<file path="src/rtl/img_pkg.sv">
// rtl/img_pkg.sv - shared image-pipeline phases, pixel values, threshold FSM states and compare helper
package img_pkg;

    localparam logic [2:0] GS_BOX_FILTER = 3'd1;
    localparam logic [2:0] GS_THRESHOLD  = 3'd2;

    localparam logic [7:0] PIX_FG = 8'hFF;
    localparam logic [7:0] PIX_BG = 8'h00;

    typedef enum logic [1:0] {
        ST_IDLE  = 2'd0,
        ST_RUN   = 2'd1,
        ST_DRAIN = 2'd2,
        ST_DONE  = 2'd3
    } thr_state_t;

    // 9-bit sum so src + offset never wraps; equality is background
    function automatic logic [7:0] threshold_pixel(input logic [7:0] src,
                                                   input logic [7:0] mean,
                                                   input logic [7:0] offset);
        return (({1'b0, src} + {1'b0, offset}) > {1'b0, mean}) ? PIX_FG : PIX_BG;
    endfunction

endpackage

</file>
<file path="src/rtl/threshold_read_pipe.sv">
// rtl/threshold_read_pipe.sv - READ_LATENCY-deep delay line of {valid, pos, offset} with synchronous flush
module threshold_read_pipe #(
    parameter int READ_LATENCY = 1,
    parameter int POS_BITS     = 16
) (
    input  logic                clock,
    input  logic                not_reset,
    input  logic                flush,
    input  logic                in_valid,
    input  logic [POS_BITS-1:0] in_pos,
    input  logic [7:0]          in_offset,
    output logic                tail_valid,
    output logic [POS_BITS-1:0] tail_pos,
    output logic [7:0]          tail_offset
);

    logic [READ_LATENCY-1:0] vld;
    logic [POS_BITS-1:0]     pos [READ_LATENCY];
    logic [7:0]              off [READ_LATENCY];

    // shift request tags in step with the RAM read latency; flush kills every in-flight read
    always_ff @(posedge clock or negedge not_reset) begin
        if (!not_reset) begin
            vld <= '0;
            for (int i = 0; i < READ_LATENCY; i++) begin
                pos[i] <= '0;
                off[i] <= '0;
            end
        end else begin
            vld[0] <= flush ? 1'b0 : in_valid;
            pos[0] <= in_pos;
            off[0] <= in_offset;
            for (int i = 1; i < READ_LATENCY; i++) begin
                vld[i] <= flush ? 1'b0 : vld[i-1];
                pos[i] <= pos[i-1];
                off[i] <= off[i-1];
            end
        end
    end

    assign tail_valid  = vld[READ_LATENCY-1];
    assign tail_pos    = pos[READ_LATENCY-1];
    assign tail_offset = off[READ_LATENCY-1];

endmodule

</file>
<file path="src/rtl/adaptive_threshold.sv">
// rtl/adaptive_threshold.sv - streaming src-vs-mean binariser; optional ADAPTIVE_THRESHOLD_FG_COUNT_EN adds oFgCount
module adaptive_threshold
    import img_pkg::*;
#(
    parameter int WIDTH_BITS   = 8,
    parameter int HEIGHT_BITS  = 8,
    parameter int START_POS    = 0,
    parameter int END_POS      = (1 << (WIDTH_BITS + HEIGHT_BITS)) - 1,
    parameter int READ_LATENCY = 1
) (
    input  logic                   clock,
    input  logic                   not_reset,
    output logic [WIDTH_BITS-1:0]  oReadCol,
    output logic [HEIGHT_BITS-1:0] oReadRow,
    input  logic [7:0]             iImageData,
    input  logic [7:0]             iMeanData,
    input  logic [7:0]             iOffset,
    output logic [WIDTH_BITS-1:0]  oResultCol,
    output logic [HEIGHT_BITS-1:0] oResultRow,
    output logic [7:0]             oResultData,
    output logic                   oResultWren,
    input  logic [2:0]             global_state,
    output logic                   finished
`ifdef ADAPTIVE_THRESHOLD_FG_COUNT_EN
    ,
    output logic [WIDTH_BITS+HEIGHT_BITS:0] oFgCount
`endif
);

    localparam int POS_BITS = WIDTH_BITS + HEIGHT_BITS;
    localparam logic [POS_BITS-1:0] START_P = POS_BITS'(START_POS);
    localparam logic [POS_BITS-1:0] END_P   = POS_BITS'(END_POS);

    thr_state_t          state;
    logic [POS_BITS-1:0] rd_pos;
    logic [POS_BITS-1:0] wr_pos;   // oldest pixel whose write has not yet been seen outside
    logic [POS_BITS-1:0] res_pos;
    logic                wren_q;
    logic                gs_run;
    logic                commit;
    logic                tail_valid;
    logic [POS_BITS-1:0] tail_pos;
    logic [7:0]          tail_offset;

    assign gs_run = (global_state == GS_THRESHOLD);
    assign commit = wren_q && gs_run;

    threshold_read_pipe #(
        .READ_LATENCY (READ_LATENCY),
        .POS_BITS     (POS_BITS)
    ) u_pipe (
        .clock       (clock),
        .not_reset   (not_reset),
        .flush       (!gs_run),
        .in_valid    ((state == ST_RUN) && gs_run),
        .in_pos      (rd_pos),
        .in_offset   (iOffset),
        .tail_valid  (tail_valid),
        .tail_pos    (tail_pos),
        .tail_offset (tail_offset)
    );

    // FSM, read/write position counters and the registered compare/write stage
    always_ff @(posedge clock or negedge not_reset) begin
        if (!not_reset) begin
            state       <= ST_IDLE;
            rd_pos      <= START_P;
            wr_pos      <= START_P;
            res_pos     <= START_P;
            wren_q      <= 1'b0;
            oResultData <= PIX_BG;
            finished    <= 1'b0;
        end else begin
            // a final write masked by a pause is held so it still appears once the phase returns
            if (!(state == ST_DONE && wren_q && !gs_run)) begin
                wren_q <= tail_valid && gs_run;
                if (tail_valid && gs_run) begin
                    oResultData <= threshold_pixel(iImageData, iMeanData, tail_offset);
                    res_pos     <= tail_pos;
                end
            end

            if (commit && wr_pos != END_P)
                wr_pos <= wr_pos + 1'b1;

            case (state)
                ST_IDLE: begin
                    if (gs_run && !finished)
                        state <= ST_RUN;
                end
                ST_RUN: begin
                    if (!gs_run) begin
                        state  <= ST_IDLE;
                        rd_pos <= wr_pos;
                    end else if (rd_pos == END_P) begin
                        state <= ST_DRAIN;
                    end else begin
                        rd_pos <= rd_pos + 1'b1;
                    end
                end
                ST_DRAIN: begin
                    if (!gs_run) begin
                        state  <= ST_IDLE;
                        rd_pos <= wr_pos;
                    end
                end
                ST_DONE: state <= ST_DONE;
                default: state <= ST_IDLE;
            endcase

            // last pixel being registered: done flag rises with its write strobe
            if (tail_valid && gs_run && tail_pos == END_P) begin
                state    <= ST_DONE;
                finished <= 1'b1;
            end
        end
    end

    assign oReadCol    = rd_pos[WIDTH_BITS-1:0];
    assign oReadRow    = rd_pos[POS_BITS-1:WIDTH_BITS];
    assign oResultCol  = res_pos[WIDTH_BITS-1:0];
    assign oResultRow  = res_pos[POS_BITS-1:WIDTH_BITS];
    assign oResultWren = wren_q && gs_run;

`ifdef ADAPTIVE_THRESHOLD_FG_COUNT_EN
    // count foreground pixels only when their write strobe is actually presented
    always_ff @(posedge clock or negedge not_reset) begin
        if (!not_reset)
            oFgCount <= '0;
        else if (commit && oResultData == PIX_FG)
            oFgCount <= oFgCount + 1'b1;
    end
`else
    // foreground counter not built
`endif

endmodule

</file>
<file path="config.mk">
export PLATFORM = sky130hd
export DESIGN_NAME = adaptive_threshold
export DESIGN_NICKNAME = d
export VERILOG_FILES = /design/src/rtl/img_pkg.sv /design/src/rtl/threshold_read_pipe.sv /design/src/rtl/adaptive_threshold.sv
export SDC_FILE = /design/constraint.sdc
export NUM_CORES = 1
export LEC_CHECK = 0
export CELL_PAD_IN_SITES_DETAIL_PLACEMENT = 2
export CELL_PAD_IN_SITES_GLOBAL_PLACEMENT = 2
export CORE_MARGIN = 4
export CORE_UTILIZATION = 36
export DETAILED_ROUTE_END_ITERATION = 7
export PLACE_DENSITY = 0.95
export SKIP_CTS_REPAIR_TIMING = 1
export SYNTH_ARGS = -nofsm -noshare
export SYNTH_HDL_FRONTEND = slang
export SYNTH_SLANG_ARGS = --single-unit
</file>
<file path="constraint.sdc">
create_clock -name clock -period 8.4 [get_ports clock]
set_clock_uncertainty 0.1 [all_clocks]
set_input_delay 0.84 -clock clock [delete_from_list [all_inputs] [get_ports clock]]
set_output_delay 0.84 -clock clock [all_outputs]
set_load 0.005 [all_outputs]
</file>
==> reports/summary.txt, run 1 <==
Final period util -> 50.0%
Post-route DRC -> 0
Fin Setup TNS -> 0 ns
hpwl dp -> 9070 µm
post-layout min period -> 4.20 ns
Synth Instances -> 367
CP required -> 8.55 ns
CTS root buffer -> clkbuf_8
GRT Util Overall -> 21.1%
hold crit path type -> reg2reg
status -> finished, final reports clean
crit end category -> register
vias per cell -> 5.53
Worst-Margin Slew -> 0.997 ns
WP buf/inv -> 2
share of layout cells above drive strength 1 -> 9.13%
crit-path max FO -> 3
Pins Over Slew Limit -> 0
clock sink count -> 78
Core ar. -> 10500 µm²
final wirelength -> 12700 µm
1st-iter DRT viols -> 197
Die Ht -> 112 µm
Final nets -> 485
max-cap viol count -> 0
ANT cells -> 0
Slew headroom -> 33.5%
EDFF count, synth -> 0
Async SR Flop Fraction -> 100%
H-tree levels -> 3
crit path DAT -> 4.35 ns
Reg clk slew, reported paths -> 0.09 ns
CP Launch Type -> input pin
slowest CP cell -> clkdlybuf4s50_1
Die X -> 112 µm
CP top delay family -> compound AO/OA/AOI/OAI gates
met1 usage -> 24.9%
Setup violations, final -> 0
Initial Util -> 37.3%
CP Class -> in2reg
final worst setup slack -> 4.20 ns
routed vias -> 3176
Pwr Density -> 219 nW/µm²
GR peak layer -> met2
Sw Share -> 32.7%
Sw Pwr -> 351 µW
syn avg cell area -> 10.6 µm²
Leak -> 2.13 nW
PnR Total Power -> 1.08 mW
post-place setup slack -> 4.02 ns
TritonCTS clock tree -> built
post-synth cell types -> 54
YS warnings -> 0
cell taking the most area after synthesis -> dfrtp_1
most frequent cell after synthesis -> dfrtp_1
WL per Instance -> 22.2 µm
largest net degree at the start of global routing -> 79
Synth Cell Area -> 3900 µm²
vias in the first global route -> 3661
Max IR drop VDD -> 0.0736 mV
Max clock buf depth -> 2
synth cell count leaders -> dfrtp_1, nand2_1, nor2_1
die area -> 12600 µm²
Worst-Skew Late Latency -> 0.37 ns
FF+latch count, synth -> 78
antenna-violating nets left -> 0
clock share of power -> 30.6%
first-pass GRT wire length -> 20700 µm
Gate power share -> 26.4%
PortBufs -> 70
Fin. Hold Viols -> 0
sequential fraction of the synthesis area -> 50.0%
main area contributors after synthesis -> dfrtp_1, ha_1, mux2_2, nand2_1, o21ai_0
GR Util met3 -> 4.20%
Routability Congestion -> 0.827
initial antenna violation count -> 0
RSZ-0062 raised after global routing -> no
Congestion Overflow GR -> 0
Sequential Power Share -> 43.0%
share of the synthesized area in the top cell type -> 50.0%
First-pass DRT Iterations -> 6
max incr delay on CP -> 0.47 ns
Int Power -> 724 µW
critical path cell sequence -> clkdlybuf4s50_1, ha_1, inv_1, fa_1, nor2b_1, o31a_1, o21a_1, nor2_1, xnor2_1, ha_1, a2111oi_0, o21ai_0, a21oi_1, o21ai_0, o32a_1
net count after synthesis -> 419
synth-to-layout area growth -> 25.8%
f_max -> 238 MHz
FP Rows -> 37
# IOs -> 71
Num CTS Buffers -> 9
grt met2 use -> 37.8%
Post-synth top flop -> dfrtp_1
==> worst paths after layout <==
path	start	to	slack, ns	depth (start not counted)
max	iImageData[0]	oResultData[6]	4.20	15
min	rd_pos[11]	u_pipe.tail_pos[11]	0.38	0
max reg2reg	u_pipe.tail_offset[1]	oResultData[6]	4.78	12
min reg2reg	rd_pos[11]	u_pipe.tail_pos[11]	0.38	0
max in group asynchronous	not_reset	rd_pos[12]	7.02	1
min in group asynchronous	not_reset	wr_pos[1]	0.53	1
==> through the flow <==
step | utilization [%] | instances | hold WS (ns) | cell area, µm²
2_1_floorplan | - | 367 | 0.314 | 3900
3_3_place_gp | 44.7 | 558 | 0.349 | 4680
3_5_place_dp | 44.7 | 558 | 0.350 | 4680
4_1_cts | 46.9 | 574 | 0.383 | 4910
5_1_grt | 46.9 | 574 | 0.406 | 4910
6_report | 46.9 | 574 | 0.377 | 4910
==> area by class of cell <==
class,count,area (µm²)
multi-input combinational,252,1770
inverter,21,78.8
tap,136,170
fill,1071,5550
sequential,78,1950
clock buffer,9,124
clock inverter,7,105
timing repair buffer,71,706
==> placed cells by master, fill, tap and decap left out, types with 2 or more instances in the layout <==
| master | count |
|---|---|
| o32a_1 | 3 |
| nor2_1 | 26 |
| xor2_1 | 6 |
| nor4_1 | 4 |
| a21oi_1 | 12 |
| a41oi_1 | 2 |
| o211ai_1 | 7 |
| a211oi_1 | 2 |
| o31a_1 | 4 |
| nor3_1 | 10 |
| a31oi_1 | 2 |
| o311ai_0 | 3 |
| o21a_1 | 5 |
| nand2b_1 | 2 |
| inv_1 | 21 |
| nor2b_1 | 4 |
| nand4_1 | 14 |
| a21o_1 | 2 |
| or2_1 | 2 |
| xnor2_1 | 12 |
| clkbuf_8 | 9 |
| clkdlybuf4s50_1 | 69 |
| bufinv_16 | 2 |
| nand3_1 | 12 |
| buf_4 | 2 |
| ha_1 | 22 |
| clkinv_4 | 2 |
| o22ai_1 | 2 |
| mux2_2 | 16 |
| a32o_1 | 2 |
| nand2_1 | 33 |
| dfrtp_1 | 78 |
| o21ai_0 | 22 |
==> cell families (layout without fill, tap and decap cells) <==
logic type                 count (synthesis)  count (layout)  share of synthesized area [%]
DFF                                       78              78                           50.0
AOI/OAI and AO/OA                         76              76                           13.3
adders and majority gates                 23              23                           7.56
and+or+nand+nor                          119             119                           15.9
xor gates and xnor gates                  18              18                           4.04
muxes                                     16              16                           4.62
buffers and inverters                     37             108                           4.55
==> worst reg2reg max path: cells and delay by family, from the launching register on <==
kind	cells	cell delay, ns
AOI/OAI and AO/OA	7	2.00
adders and majority gates	2	0.51
DFF	1	0.41
and+or+nand+nor	2	0.40
xor gates and xnor gates	1	0.10
==> state kept, by name (all words and copies together), names as in the netlist <==
signal,cells
finished,1
oResultData,1
rd_pos,16
res_pos,16
state,2
u_pipe.tail_offset,8
u_pipe.tail_pos,16
u_pipe.tail_valid,1
wr_pos,16
wren_q,1
==> layer usage <==
| layer | vias up | wire length [µm] |
|---|---|---|
| li1 | 1448 | - |
| met1 | 1608 | 5190 |
| met2 | 96 | 6680 |
| met3 | 24 | 559 |
| met4 | 0 | 312 |
| met5 | - | 0 |
==> power by group through the flow <==
stage               clock network (mW)  logic, mW  registers, mW
floorplan                            0      0.150          0.454
CTS                              0.339      0.286          0.464
finish                           0.329      0.284          0.462
detailed placement                   0      0.277          0.469
global placement                     0      0.258          0.463
global route                     0.359      0.306          0.470
(Power assumes the default switching activity.)
==> run 2, diff against run 1 <==
--- a/config.mk
+++ b/config.mk
@@ -8,9 +8,9 @@
 export CELL_PAD_IN_SITES_DETAIL_PLACEMENT = 2
 export CELL_PAD_IN_SITES_GLOBAL_PLACEMENT = 2
 export CORE_MARGIN = 4
-export CORE_UTILIZATION = 36
+export CORE_UTILIZATION = 30
 export DETAILED_ROUTE_END_ITERATION = 7
-export PLACE_DENSITY = 0.95
+export PLACE_DENSITY = 0.85
 export SKIP_CTS_REPAIR_TIMING = 1
 export SYNTH_ARGS = -nofsm -noshare
 export SYNTH_HDL_FRONTEND = slang
==> constraint.sdc (replaced) <==
create_clock -name clock -period 3.8 [get_ports clock]
set_clock_uncertainty 0.1 [all_clocks]
set_input_delay 0.38 -clock clock [delete_from_list [all_inputs] [get_ports clock]]
set_output_delay 0.38 -clock clock [all_outputs]
set_load 0.005 [all_outputs]
==> run 2 against run 1 <==
- first-iteration DRC count fell by 38%
- die area rose by 19%
- cell count rose by 6.3%
- largest power group unchanged
- highest routed layer unchanged
==> reports/summary.txt, run 2 (synthesis results as in run 1) <==
share of layout cells above drive strength 1 -> 9.13% (unchanged)
status -> finished, final reports clean
WL met1 -> 5080 µm (-2.1%)
vias per cell -> 5.13 (-7.3%)
DP Area -> 4730 µm² (+0.96%)
final instance area -> 5050 µm² (+2.9%)
most common cell after layout, fill and taps aside -> dfrtp_1
initial antenna violation count -> 0 (unchanged)
antenna-violating nets left -> 0 (unchanged)
CP required -> 3.93 ns (-4.62 ns)
max-cap viol count -> 0 (unchanged)
Final period util -> 92.7%
fin cells -> 610 (+6.3%)
Leak -> 2.18 nW (+2.1%)
1st-iter DRT viols -> 123 (-38%)
Die Ht -> 122 µm (+8.9%)
Routability Congestion -> 0.816 (-1.4%)
Hold WS -> 0.0814 ns (-0.295 ns)
top sig layer -> met4
Reg clk slew, reported paths -> 0.06 ns (-0.03 ns)
Max clock buf depth -> 2 (unchanged)
Num CTS Buffers -> 9 (unchanged)
PortBufs -> 70 (unchanged)
Pwr Density -> 510 nW/µm² (+130%)
# IOs -> 71 (unchanged)
largest net degree at the start of global routing -> 79 (unchanged)
Post-route DRC -> 0 (unchanged)
placed insts -> 594 (+6.5%)
First-pass DRT Iterations -> 4 (-2)
routed vias -> 3129 (-1.5%)
metal3 WL -> 538 µm (-3.8%)
CP Launch Type -> input pin
r2r setup slk -> 0.44 ns (-4.34 ns)
crit end category -> register
crit path DAT -> 3.65 ns (-0.70 ns)
Max IR drop VDD -> 0.182 mV (+150%)
WL per Instance -> 20.1 µm (-9.2%)
H-tree levels -> 3 (unchanged)
GRT Util Overall -> 17.2% (-3.9 points)
post-layout min period -> 3.52 ns
CTS root buffer -> clkbuf_16
Final nets -> 485 (unchanged)
synth-to-layout area growth -> 29.4%
Congestion Overflow GR -> 0 (unchanged)
hpwl dp -> 8690 µm (-4.2%)
ANT cells -> 0 (unchanged)
Fin. Hold Viols -> 0 (unchanged)
Initial Util -> 30.8% (-6.5 points)
FP Rows -> 41 (+11%)
Setup violations, final -> 0 (unchanged)
commonest non-fill, non-tap cells in the layout -> dfrtp_1, clkdlybuf4s50_1, nand2_1
CP Class -> in2reg
Die X -> 122 µm (+8.9%)
hold crit path type -> in2async
die area -> 14900 µm² (+19%)
Worst-Skew Late Latency -> 0.35 ns (-0.02 ns)
f_max -> 284 MHz
Pins Over Slew Limit -> 0 (unchanged)
clock sink count -> 78 (unchanged)
met2 WL -> 6480 µm (-3.0%)
crit-path max FO -> 3 (unchanged)
Slew headroom -> 31.4% (-2.1 points)
Worst-Margin Slew -> 1.03 ns (+0.0315 ns)
TritonCTS clock tree -> built
Core ar. -> 12700 µm² (+21%)
first-pass GRT wire length -> 19700 µm (-4.7%)
RSZ-0062 raised after global routing -> no
final wirelength -> 12300 µm (-3.6%)
vias in the first global route -> 3595 (-1.8%)
==> run 2: worst paths after layout <==
path	startpoint	end	cells after the start
hold / removal	not_reset	wr_pos[5]	1
hold reg to reg	rd_pos[11]	u_pipe.tail_pos[11]	0
min in group clock	rd_pos[11]	u_pipe.tail_pos[11]	0
setup / recovery	iImageData[0]	oResultData[6]	15
setup reg to reg	u_pipe.tail_offset[0]	oResultData[6]	14
max in group asynchronous	not_reset	u_pipe.tail_valid	1
==> run 2: through the flow <==
stage	util, %	TNS, ns	power (mW)	setup WS, ns
floorplan	-	0	1.34	0.851
global placement	37.3	0	1.60	0.189
detailed placement	37.3	-0.0216	1.64	-0.0216
CTS	39.9	0	2.62	0.303
global route	39.9	0	2.71	0.0128
finish	39.9	0	2.58	0.276
==> run 2: cell type report <==
| class | instances | area, µm² |
|---|---|---|
| Timing Repair Buffer | 71 | 706 |
| Fill cell | 1361 | 7620 |
| Clock buffer | 9 | 225 |
| Sequential cell | 78 | 1950 |
| Tap cell | 172 | 215 |
| Inverter | 21 | 78.8 |
| Clock inverter | 7 | 98.8 |
| Multi-Input combinational cell | 252 | 1770 |
==> run 2: report_power, final <==
part	internal, mW	leakage, nW	total, mW	switching, mW
sequential	0.921	1.03	1.03	0.107
combinational	0.300	0.993	0.608	0.308
clock	0.577	0.156	0.941	0.363
==> run 2: worst max-delay path, cell delays in order <==
cell and delay [ns]:
clkdlybuf4s50_1 0.46, ha_1 0.20, inv_1 0.07, fa_1 0.40
nor2b_1 0.18, o31a_1 0.19, o21a_1 0.13, nor2_1 0.05
xnor2_1 0.17, ha_1 0.30, a2111oi_0 0.37, o21ai_0 0.15
a21oi_1 0.16, o21ai_0 0.10, o32a_1 0.35
==> run 2: routing by layer <==
| metal | up-vias | global-route usage, % |
|---|---|---|
| li1 | 1454 | - |
| met1 | 1589 | 20.5 |
| met2 | 73 | 31.2 |
| met3 | 13 | 3.81 |
| met4 | 0 | 4.83 |
| met5 | - | 0 |
==> run 3, diff against run 2 <==
--- a/config.mk
+++ b/config.mk
@@ -10,7 +10,8 @@
 export CORE_MARGIN = 4
 export CORE_UTILIZATION = 30
 export DETAILED_ROUTE_END_ITERATION = 7
-export PLACE_DENSITY = 0.85
+export HOLD_SLACK_MARGIN = 0.06
+export PLACE_DENSITY = 0.87
 export SKIP_CTS_REPAIR_TIMING = 1
 export SYNTH_ARGS = -nofsm -noshare
 export SYNTH_HDL_FRONTEND = slang
==> run 3 against run 2 <==
- clock power is 2.6% lower
- sequential power hardly changed
- critical path type unchanged
- largest power group unchanged
- worst hold slack better by 0.013 ns
- flip-flop and latch count stayed put
- register-to-register slack better by 0.05 ns
- largest cell class unchanged
- setup slack better by 0.014 ns
- combinational power hardly changed
- power is 1.0% lower
- final area hardly changed
- routed wire length is 2.8% lower
- via count is 2.4% higher
==> reports/summary.txt, run 3 (synthesis results as in run 1) <==
Post-route DRC -> 0 (unchanged)
Worst-Margin Slew -> 0.992 ns (-0.0364 ns)
crit end category -> register
largest net degree at the start of global routing -> 79 (unchanged)
CP required -> 3.92 ns (about the same)
first-pass GRT wire length -> 19500 µm (-1.0%)
Congestion Overflow GR -> 0 (unchanged)
vias per cell -> 5.24 (+2.2%)
max incr delay on CP -> 0.48 ns (+0.02 ns)
post-layout min period -> 3.51 ns (-0.0142 ns)
Final nets -> 486 (+0.21%)
Max IR drop VDD -> 0.175 mV (-3.7%)
synth-to-layout area growth -> 29.5% (about the same)
RSZ-0062 raised after global routing -> no
Reg clk slew, reported paths -> 0.06 ns (about the same)
Setup violations, final -> 0 (unchanged)
Core ar. -> 12700 µm² (unchanged)
share of layout cells above drive strength 1 -> 9.34% (+0.21 points)
Pins Over Slew Limit -> 0 (unchanged)
Max clock buf depth -> 2 (unchanged)
WL per Instance -> 19.5 µm (-3.0%)
initial antenna violation count -> 0 (unchanged)
Fin. Hold Viols -> 0 (unchanged)
Die Ht -> 122 µm (unchanged)
CTS root buffer -> clkbuf_16
# IOs -> 71 (unchanged)
TritonCTS clock tree -> built
max-cap viol count -> 0 (unchanged)
status -> finished, final reports clean
Num CTS Buffers -> 9 (unchanged)
crit-path max FO -> 3 (unchanged)
crit path DAT -> 3.63 ns (-0.02 ns)
routed vias -> 3204 (+2.4%)
GRT Util Overall -> 16.9% (-0.29 points)
ANT cells -> 0 (unchanged)
die area -> 14900 µm² (unchanged)
f_max -> 285 MHz (+0.40%)
Final period util -> 92.4% (-0.37 points)
critical path cell sequence -> clkdlybuf4s50_1, ha_1, inv_1, fa_1, nor2b_1, o31a_1, o21a_1, nor2_1, xnor2_1, ha_1, a2111oi_0, o21ai_0, a21oi_1, o21ai_0, o32a_1
CP Class -> in2reg
Routability Congestion -> 0.815 (about the same)
antenna-violating nets left -> 0 (unchanged)
1st-iter DRT viols -> 127 (+3.3%)
slowest CP cell -> clkdlybuf4s50_1
H-tree levels -> 3 (unchanged)
Die X -> 122 µm (unchanged)
vias in the first global route -> 3608 (+0.36%)
Initial Util -> 30.8% (unchanged)
Hold WS -> 0.0941 ns (+0.0127 ns)
Fin Setup TNS -> 0 ns (unchanged)
First-pass DRT Iterations -> 4 (unchanged)
PortBufs -> 70 (unchanged)
clock sink count -> 78 (unchanged)
Pwr Density -> 504 nW/µm² (-1.1%)
FP Rows -> 41 (unchanged)
most common cell after layout, fill and taps aside -> dfrtp_1
Worst-Skew Late Latency -> 0.34 ns (about the same)
hold crit path type -> in2async
Leak -> 2.18 nW (about the same)
Slew headroom -> 33.8% (+2.4 points)
final wirelength -> 11900 µm (-2.8%)
commonest non-fill, non-tap cells in the layout -> dfrtp_1, clkdlybuf4s50_1, nand2_1
CP Launch Type -> input pin
hpwl dp -> 8940 µm (+2.8%)
-- run 3: final timing paths --
path | slack (ns) | depth (start not counted) | endpoint | start
worst min-delay path | 0.09 | 1 | wren_q | not_reset
worst max-delay path | 0.29 | 15 | oResultData[6] | iImageData[0]
min in group clock | 0.38 | 1 | u_pipe.tail_offset[0] | iOffset[0]
worst max register to register | 0.49 | 14 | oResultData[6] | u_pipe.tail_offset[0]
max in group asynchronous | 2.85 | 1 | u_pipe.tail_offset[4] | not_reset
worst min register to register | 0.41 | 1 | res_pos[4] | res_pos[4]
-- run 3: metal layers --
layer	GRT usage, %	vias to the layer above	share of wire [%]
met5	0	-	0
met4	4.34	0	1.5
met3	4.55	20	5.5
met2	29.8	89	50
met1	20.5	1636	43
li1	-	1459	-
-- run 3: worst max-delay path: cells and delay by family --
| kind | cells | cell delay, ns |
|---|---|---|
| xor+xnor | 1 | 0.13 |
| compound gates | 7 | 1.43 |
| fa+ha+maj | 3 | 0.95 |
| simple gates | 2 | 0.21 |
| buf+inv | 2 | 0.55 |
-- run 3: area by class of cell --
type                            instances  area, µm²
Tap cell                              172        215
Timing Repair Buffer                   72        713
Inverter                               21       78.8
Sequential cell                        78       1950
Multi-Input combinational cell        252       1770
Clock inverter                          4       53.8
Clock buffer                           12        267
Fill cell                            1375       7620
-- run 3: power breakdown --
group	switching, mW	total [mW]	leakage, nW	internal (mW)
Sequential	0.102	1.02	1.03	0.921
Combinational	0.309	0.610	0.998	0.301
Clock	0.353	0.917	0.151	0.564
-- run 3: per-stage QoR --
step	cells	total power, mW	cell area (µm²)	util, %	worst slack (ns)
after floorplan	367	1.34	3900	-	0.851
after global placement	595	1.60	4730	37.4	0.216
after detailed placement	595	1.65	4730	37.4	-0.0504
after CTS	611	2.59	5050	39.9	0.371
after global routing	611	2.69	5050	39.9	0.142
final	611	2.55	5050	39.9	0.291
